$ cat config.mk
export PLATFORM = sky130hd
export DESIGN_NAME = icb_ppi_splitter
export DESIGN_NICKNAME = d
export VERILOG_FILES = /design/src/rtl/icb_ppi_splitter.sv
export SDC_FILE = /design/constraint.sdc
export NUM_CORES = 1
export LEC_CHECK = 0
export BUFFER_PORTS_ARGS = -buffer_cell sky130_fd_sc_hd__buf_2
export CAP_MARGIN = 10
export CORE_AREA = 2 2 246 248
export DETAILED_ROUTE_END_ITERATION = 16
export DIE_AREA = 0 0 248 250
export SYNTH_ARGS = -nofsm -noshare
export SYNTH_HDL_FRONTEND = slang
export SYNTH_SLANG_ARGS = --single-unit
export TNS_END_PERCENT = 30
$ cat constraint.sdc
create_clock -name clk -period 3.1 [get_ports clk]
set_clock_uncertainty 0.05 [all_clocks]
set_input_delay 0.62 -clock clk [delete_from_list [all_inputs] [get_ports clk]]
set_output_delay 0.62 -clock clk [all_outputs]
set_load 0.01 [all_outputs]
$ cat src/rtl/icb_ppi_splitter.sv
// ICB 1-to-N splitter: address decode to N_SLV slaves plus an internal error target,
// with an ordering FIFO that returns responses strictly in command order.
module icb_ppi_splitter #(
    parameter int AW = 64,
    parameter int DW = 64,
    parameter int N_SLV = 4,
    parameter logic [N_SLV*AW-1:0] SLV_BASE = {AW'(32'h1004_0000), AW'(32'h1003_0000),
                                               AW'(32'h1001_3000), AW'(32'h1001_2000)},
    parameter logic [N_SLV*AW-1:0] SLV_MASK = {AW'(32'hFFFF_0000), AW'(32'hFFFF_0000),
                                               AW'(32'hFFFF_F000), AW'(32'hFFFF_F000)},
    parameter int OUTS_NUM = 2,
    parameter int CMD_PIPE = 0
) (
    input  logic                clk,
    input  logic                rst,
    input  logic [N_SLV-1:0]    slv_enable,
    input  logic                i_icb_cmd_valid,
    output logic                i_icb_cmd_ready,
    input  logic [AW-1:0]       i_icb_cmd_addr,
    input  logic                i_icb_cmd_read,
    input  logic [DW-1:0]       i_icb_cmd_wdata,
    input  logic [DW/8-1:0]     i_icb_cmd_wmask,
    output logic                i_icb_rsp_valid,
    input  logic                i_icb_rsp_ready,
    output logic                i_icb_rsp_err,
    output logic [DW-1:0]       i_icb_rsp_rdata,
    output logic [N_SLV-1:0]    o_icb_cmd_valid,
    input  logic [N_SLV-1:0]    o_icb_cmd_ready,
    output logic [AW-1:0]       o_icb_cmd_addr,
    output logic                o_icb_cmd_read,
    output logic [DW-1:0]       o_icb_cmd_wdata,
    output logic [DW/8-1:0]     o_icb_cmd_wmask,
    input  logic [N_SLV-1:0]    o_icb_rsp_valid,
    output logic [N_SLV-1:0]    o_icb_rsp_ready,
    input  logic [N_SLV-1:0]    o_icb_rsp_err,
    input  logic [N_SLV*DW-1:0] o_icb_rsp_rdata,
    output logic [15:0]         dec_err_cnt
);
    localparam int TW  = $clog2(N_SLV + 1);
    localparam int CW  = $clog2(OUTS_NUM + 1);
    localparam int PW  = (OUTS_NUM > 1) ? $clog2(OUTS_NUM) : 1;
    localparam int MW  = DW / 8;
    localparam int PKW = AW + 1 + DW + MW;
    localparam logic [TW-1:0] ERR_ID   = TW'(N_SLV);
    localparam logic [CW-1:0] OUTS_MAX = CW'(OUTS_NUM);

    logic           c_valid, c_ready;
    logic [PKW-1:0] in_pkt, c_pkt;
    logic [AW-1:0]  c_addr;
    logic           c_read;
    logic [DW-1:0]  c_wdata;
    logic [MW-1:0]  c_wmask;

    assign in_pkt = {i_icb_cmd_addr, i_icb_cmd_read, i_icb_cmd_wdata, i_icb_cmd_wmask};
    assign {c_addr, c_read, c_wdata, c_wmask} = c_pkt;

    generate
        if (CMD_PIPE != 0) begin : g_skid
            // Two entries let upstream ready depend only on occupancy, never on downstream.
            logic [PKW-1:0] buf_q [2];
            logic           sk_wp_q, sk_rp_q;
            logic [1:0]     sk_n_q, sk_n_d;
            logic           sk_push, sk_pop;

            assign sk_push = i_icb_cmd_valid & i_icb_cmd_ready;
            assign sk_pop  = c_valid & c_ready;
            assign sk_n_d  = sk_n_q + {1'b0, sk_push} - {1'b0, sk_pop};

            always_ff @(posedge clk or negedge rst) begin
                if (!rst) begin
                    buf_q[0] <= '0;
                    buf_q[1] <= '0;
                    sk_wp_q  <= 1'b0;
                    sk_rp_q  <= 1'b0;
                    sk_n_q   <= 2'd0;
                end else begin
                    if (sk_push) begin
                        buf_q[sk_wp_q] <= in_pkt;
                        sk_wp_q        <= ~sk_wp_q;
                    end
                    if (sk_pop) sk_rp_q <= ~sk_rp_q;
                    sk_n_q <= sk_n_d;
                end
            end

            assign i_icb_cmd_ready = (sk_n_q != 2'd2);
            assign c_valid         = (sk_n_q != 2'd0);
            assign c_pkt           = buf_q[sk_rp_q];
        end else begin : g_bypass
            assign c_valid         = i_icb_cmd_valid;
            assign c_pkt           = in_pkt;
            assign i_icb_cmd_ready = c_ready;
        end
    endgenerate

    logic [TW-1:0] ord_q [OUTS_NUM];
    logic [PW-1:0] wp_q, rp_q;
    logic [CW-1:0] cnt_q, cnt_d;
    logic [15:0]   dec_err_q, dec_err_d;
    logic [TW-1:0] tgt, head;
    logic          hit, tgt_rdy, has_room, head_vld, push, pop;

    always_comb begin
        tgt = ERR_ID;
        hit = 1'b0;
        for (int i = 0; i < N_SLV; i++) begin
            if (!hit && slv_enable[i] &&
                ((c_addr & SLV_MASK[i*AW +: AW]) == (SLV_BASE[i*AW +: AW] & SLV_MASK[i*AW +: AW]))) begin
                tgt = TW'(i);
                hit = 1'b1;
            end
        end
    end

    assign has_room = (cnt_q < OUTS_MAX);

    always_comb begin
        tgt_rdy         = 1'b1;
        o_icb_cmd_valid = '0;
        for (int i = 0; i < N_SLV; i++) begin
            if (tgt == TW'(i)) begin
                tgt_rdy            = o_icb_cmd_ready[i];
                o_icb_cmd_valid[i] = c_valid & has_room;
            end
        end
    end

    assign c_ready         = has_room & tgt_rdy;
    assign o_icb_cmd_addr  = c_addr;
    assign o_icb_cmd_read  = c_read;
    assign o_icb_cmd_wdata = c_wdata;
    assign o_icb_cmd_wmask = c_wmask;

    assign head_vld = (cnt_q != '0);
    assign head     = ord_q[rp_q];

    // The error target answers from the FIFO head, so it is naturally one cycle behind acceptance.
    always_comb begin
        i_icb_rsp_valid = 1'b0;
        i_icb_rsp_err   = 1'b0;
        i_icb_rsp_rdata = '0;
        o_icb_rsp_ready = '0;
        if (head_vld) begin
            if (head == ERR_ID) begin
                i_icb_rsp_valid = 1'b1;
                i_icb_rsp_err   = 1'b1;
            end else begin
                for (int i = 0; i < N_SLV; i++) begin
                    if (head == TW'(i)) begin
                        i_icb_rsp_valid    = o_icb_rsp_valid[i];
                        i_icb_rsp_err      = o_icb_rsp_err[i];
                        i_icb_rsp_rdata    = o_icb_rsp_rdata[i*DW +: DW];
                        o_icb_rsp_ready[i] = i_icb_rsp_ready;
                    end
                end
            end
        end
    end

    assign push      = c_valid & c_ready;
    assign pop       = i_icb_rsp_valid & i_icb_rsp_ready;
    assign cnt_d     = cnt_q + CW'(push) - CW'(pop);
    assign dec_err_d = (push && tgt == ERR_ID && dec_err_q != 16'hFFFF) ? dec_err_q + 16'd1 : dec_err_q;

    function automatic logic [PW-1:0] ptr_inc(input logic [PW-1:0] p);
        return (p == PW'(OUTS_NUM - 1)) ? '0 : p + 1'b1;
    endfunction

    always_ff @(posedge clk or negedge rst) begin
        if (!rst) begin
            for (int i = 0; i < OUTS_NUM; i++) ord_q[i] <= '0;
            wp_q      <= '0;
            rp_q      <= '0;
            cnt_q     <= '0;
            dec_err_q <= '0;
        end else begin
            if (push) begin
                ord_q[wp_q] <= tgt;
                wp_q        <= ptr_inc(wp_q);
            end
            if (pop) rp_q <= ptr_inc(rp_q);
            cnt_q     <= cnt_d;
            dec_err_q <= dec_err_d;
        end
    end

    assign dec_err_cnt = dec_err_q;

endmodule

; Word-level counts from Yosys, hierarchy flattened
; Index checks and enable logic that the tools add are counted.
[totals]
regBits = 26
input_bits = 413
output_inout_bits = 228
elab_cells = 97
[classes]
add_sub_neg = 5
magnitude_cmp = 4
n_eq_ne = 13
muxes = 47
bitwise_logic = 6
n_reduce_logical = 16
[ops]
columns = cell, n
row1 = $mux 64, 6
row2 = $eq 20x17->1 const B, 2
row3 = $eq 16x13->1 const B, 2
row4 = $mux 1, 29
row5 = $mux 3, 8
row6 = $add 16x1->16 const B, 1
row7 = $ne 16x16->1 const B, 1
row8 = $eq 3x2->1 const B, 4
row9 = $logic_and 1x1->1, 10
row10 = $mux 4, 2
row11 = $bwmux 6, 1
row12 = $eq 3x1->1 const B, 2
row13 = $eq 3x3->1 const B, 2
row14 = $logic_not 3->1, 2
row15 = $and 1x1->1, 4
row16 = $ge 2x2->1 const B, 2
row17 = $not 1->2, 2
row18 = $demux 3 s1, 1
row19 = $logic_not 1->1, 3
row20 = $add 1x1->1 const B, 2
row21 = $add 2x1->2, 1
row22 = $lt 2x1->1 const B, 1
row23 = $lt 2x2->1 const B, 1
row24 = $reduce_bool 2->1, 1
row25 = $sub 2x1->2, 1

; Depth between registers and ports, before layout
[depth]
word_depth = 24
depth_mapped = 11
depth_no_buf = 10

; Least setup slack after synthesis
; Ideal clock, no wire load.
[synth_timing]
path_kind = in2reg
from = input port i_icb_cmd_addr[18]
to = register cnt_q[1]
setup_time_ps = 80
arrival_time_ps = 2330
required_time_ps = 2970
setup_slack_ps = 640
path_stages = 11
path_buffers = 1
cell_sequence = and4bb_1 o211ai_2 a211oi_2 nor2_4 inv_2 buf_6 ha_1 inv_1 ha_1 xnor2_1 xnor2_1
[synth_between]
elab_chain_cells = 24
word_cells_on_any_way = 33
classes_between = add/sub: 2 / eq/ne: 7 / mux: 11 / bitwise: 2 / reduce/logical: 11
[synth_lines]
columns = element, line
row1 = start: declaration, 19  ; input logic [AW-1:0] i_icb_cmd_addr,
row2 = $eq 20x17->1, 108  ; ((c_addr & SLV_MASK[i*AW +: AW]) == (SLV_BASE[i*AW +: AW] & SLV_MASK[i*AW +: AW]))) begin
row3 = $logic_and 1x1->1, 107  ; if (!hit && slv_enable[i] &&
row4 = $mux 1, 107
row5 = $logic_not 1->1, 107
row6 = $logic_and 1x1->1 (2 in a row), 107
row7 = $mux 1, 107
row8 = $logic_not 1->1, 107
row9 = $logic_and 1x1->1 (2 in a row), 107
row10 = (+5 left out), n/a
row11 = $logic_not 3->1, 121  ; if (tgt == TW'(i)) begin
row12 = $mux 1 (3 in a row), 121
row13 = $mux 1 (*), 121
row14 = $and 1x1->1 (*), 128  ; assign c_ready = has_room & tgt_rdy;
row15 = $and 1x1->1 (*), 160  ; assign push = c_valid & c_ready;
row16 = $add 2x1->2 (*), 162  ; assign cnt_d = cnt_q + CW'(push) - CW'(pop);
row17 = $sub 2x1->2 (*), 162
row18 = net cnt_d[1], 98  ; logic [CW-1:0] cnt_q, cnt_d;
row19 = end signal: assignment, 182  ; cnt_q <= cnt_d;
row20 = end: declaration, 98
; The timed path passes the listed nets; every way through them passes the cells marked *.
; A chain may end at the register's enable or synchronous reset.

; Final worst setup path
[layout_timing]
from = register rp_q
to = output port i_icb_rsp_rdata[28]
[layout_between]
elab_chain_cells = 11
word_cells_on_any_way = 15
classes_between = eq/ne: 4 / mux: 9 / bitwise: 1 / reduce/logical: 1
[layout_lines]
columns = element, line
row1 = start: declaration, 97  ; logic [PW-1:0] wp_q, rp_q;
row2 = start signal: assignment, 181  ; if (pop) rp_q <= ptr_inc(rp_q);
row3 = $not 1->2 (implied by the code) (*), 135  ; assign head = ord_q[rp_q];
row4 = $mux 3 (implied by the code) (*) (3 in a row), 135
row5 = $logic_not 3->1, 149  ; if (head == TW'(i)) begin
row6 = $mux 64 (4 in a row), 149
row7 = $mux 64 (*), 144  ; if (head == ERR_ID) begin
row8 = $mux 64 (*), 143  ; if (head_vld) begin
row9 = end: declaration, 26  ; output logic [DW-1:0] i_icb_rsp_rdata,
; Mark *: on every way between the ends. The rest lies on a longest branch, timed or not. The select of a mux whose other input is x is not followed.

==> results.sh <==
export IMPL_seq_area_frac_synth=0.143
export IMPL_crit_path_end_kind="output port"
export IMPL_p_leak_nw=3.19
export IMPL_dp_hpwl_um=32900
export IMPL_syn_avg_cell_area_um2=6.44
export IMPL_setup_slack_ps=71.7
export IMPL_final_cell_area_mm2=0.00703
export IMPL_path_cells="buf_6 > or3_4 > a21oi_4 > buf_12 > buf_12 > a21oi_1 > nor2_1 > a21oi_1 > nor2_1 > buf_2"
export IMPL_path_class="flop to output port"
export IMPL_clk_pin_slew_ps=70
export IMPL_rsz0062_at_grt="true"
export IMPL_fin_util=0.118
export IMPL_pre_cts_slack_ps=82.8
export IMPL_crit_fanout=17
export IMPL_grt_max_degree=49
export IMPL_dr_pass1_iters=4
export IMPL_path_depth=10
export IMPL_worst_r2r_cell_count=10
export IMPL_required_ps=2430
export IMPL_die_area_mm2=0.0620
export IMPL_start_kind="flop"
export IMPL_hold_class="input port to async pin"
export IMPL_postSynthCellCount=708
export IMPL_first_global_vias=5820
export IMPL_slew_headroom=0.348
export IMPL_hold_slack_ps=303
export IMPL_syn_area_mm2=0.00456
export IMPL_syn_nets=1124
export IMPL_dieHeight_um=250
export IMPL_drv_cap=0
export IMPL_final_cell_count_no_fill=1771
export IMPL_wl_per_cell_um=21.6
export IMPL_port_buffer_count=406
export IMPL_synth_cell_types=53
export IMPL_cts_tree="done"
export IMPL_gp_congestion=0.803
export IMPL_worst_pin_slew_ps=975
export IMPL_synth_edf_count=0
export IMPL_cts_htree_levels=1
export IMPL_drt_iter0_drc=313
export IMPL_grt_pass1_wl_um=48900
export IMPL_finalCritPeriodShare=0.977
export IMPL_coreArea_mm2=0.0596
export IMPL_nFillCells=6991
export IMPL_place_area_mm2=0.00671
export IMPL_synth_ff_type="dfrtp_1"
export IMPL_dp_cells=1744
export IMPL_initial_core_util=0.0766
export IMPL_synthArstFlopShare=1.00
export IMPL_power_density_mw_per_mm2=437
export IMPL_cts_buffers=3
export IMPL_crit_path_max_incr_delay_ps=430
export IMPL_tns_ps=0
export IMPL_vias=6178
export IMPL_gr_usage_all_layers=0.116
export IMPL_ys_warn_count=0
export IMPL_area_growth_syn_to_layout_pct=54.2
export IMPL_period_minus_slack_ps=3030
export IMPL_fmax_mhz=330
export IMPL_ys_seq_elements=26
export IMPL_hold_violations=0
export IMPL_rows=90
export IMPL_total_power_mw=3.07
export IMPL_final_max_slew_viol_count=0
export IMPL_worst_path_buf_inv=4
export IMPL_gr_total_overflow=0
export IMPL_cts_sinks=26
export IMPL_layout_drive_gt1_share=0.506
export IMPL_num_io_pins=641
export IMPL_cts_root_buf="clkbuf_16"
export IMPL_vdd_drop_max_mv=0.295
export IMPL_post_route_drc_count=0
export IMPL_worstSkewPairLatency_ps=260
export IMPL_arrival_ps=2360
export IMPL_viasPerCell=3.49
export IMPL_die_x_um=248
export IMPL_fin_nets=1392
export IMPL_antenna_found_initial=47
export IMPL_wirelength_um=38300
export IMPL_setup_viol=0
export IMPL_cp_top_family="simple AND/OR/NAND/NOR gates"
export IMPL_status="completed"
export IMPL_clock_path_buffers=2
export IMPL_slowest_stage="dfrtp_2"
export IMPL_ant_nets=0
## where the power goes
group	switching, mW	total, mW	internal, mW
sequential	0.141	0.571	0.429
clock	0.119	0.376	0.257
combinational	1.27	2.13	0.859
total	1.53	3.07	1.55
## logic make-up (layout without fill, tap and decap cells)
family          count (synthesis)  count (layout)  synth area share
other cells                     0              14                 0
flops                          26              26             0.143
simple gates                  284             284             0.283
xor+xnor                       19              19            0.0365
compound gates                178             178             0.229
buf+inv                       187             454             0.274
fa+ha+maj                       3               3           0.00823
mux                            11              11            0.0261
## final cells by class
type | instances | area [µm²] | area share
timing repair buffer | 444 | 2460 | 0.349
antenna | 14 | 35.0 | 0.00498
clock buffer | 3 | 75.1 | 0.0107
sequential | 26 | 653 | 0.0929
tap | 782 | 978 | 0.139
inverter | 6 | 22.5 | 0.00320
clock inverter | 1 | 30.0 | 0.00427
multi-input combinational | 495 | 2780 | 0.395
## placed cells by master, fill, tap and decap left out, drive strengths merged, types with 3 or more instances in the layout
master / synthesis / routed
or3: 3 / 3
diode: 0 / 14
dfrtp: 26 / 26
nor3: 4 / 4
nand3: 9 / 9
nor4: 11 / 11
buf: 157 / 442
nand2: 76 / 76
mux2: 7 / 7
mux2i: 4 / 4
a221oi: 31 / 31
clkbuf: 24 / 4
xor2: 10 / 10
nand4: 7 / 7
a21oi: 102 / 102
o21ai: 37 / 37
inv: 6 / 6
ha: 3 / 3
nor2: 155 / 155
xnor2: 9 / 9
## registers in the layout, indices dropped and copies added (netlist names)
signal	count
cnt_q	2
wp_q	1
ord_q	6
rp_q	1
dec_err_cnt	16
## per-layer routing
layer	global-route usage	part of all wire
met1	0.133	0.38
met5	0	0.0052
met2	0.170	0.40
met4	0.0547	0.062
met3	0.0684	0.15
## Yosys cell counts (8+ instances only)
master    count  area share
nand3_1       9      0.0099
nor4_2        8       0.022
nor2_1      154        0.13
buf_2        11       0.012
dfrtp_1      26        0.14
o21ai_0      37       0.041
a221oi_1     31       0.060
buf_4       138        0.23
xor2_1       10       0.019
xnor2_1       9       0.017
a21oi_1     101        0.11
clkbuf_1     23       0.019
nand2_1      76       0.063
## what timing repair did
item	4_1_cts	5_1_grt
hold buffers	0	0
gates resized for setup	4	19
setup buffers	3	5
pin swaps	1	6
gates cloned	1	0
setup endpoints to repair	27	8
## final timing paths
kind                                        from                    endpoint  slack, ps
worst max-delay path            rp_q$_DFFE_PN0P_         i_icb_rsp_rdata[28]         70
worst min register to register  wp_q$_DFFE_PN0P_            wp_q$_DFFE_PN0P_        440
min in group clk                wp_q$_DFFE_PN0P_            wp_q$_DFFE_PN0P_        440
worst max register to register  rp_q$_DFFE_PN0P_          cnt_q[1]$_DFF_PN0_        540
worst min-delay path                         rst  dec_err_cnt[9]$_DFFE_PN0P_        300
max in group asynchronous                    rst        ord_q[0]$_DFFE_PN0P_       2280
(Power assumes the default switching activity.)
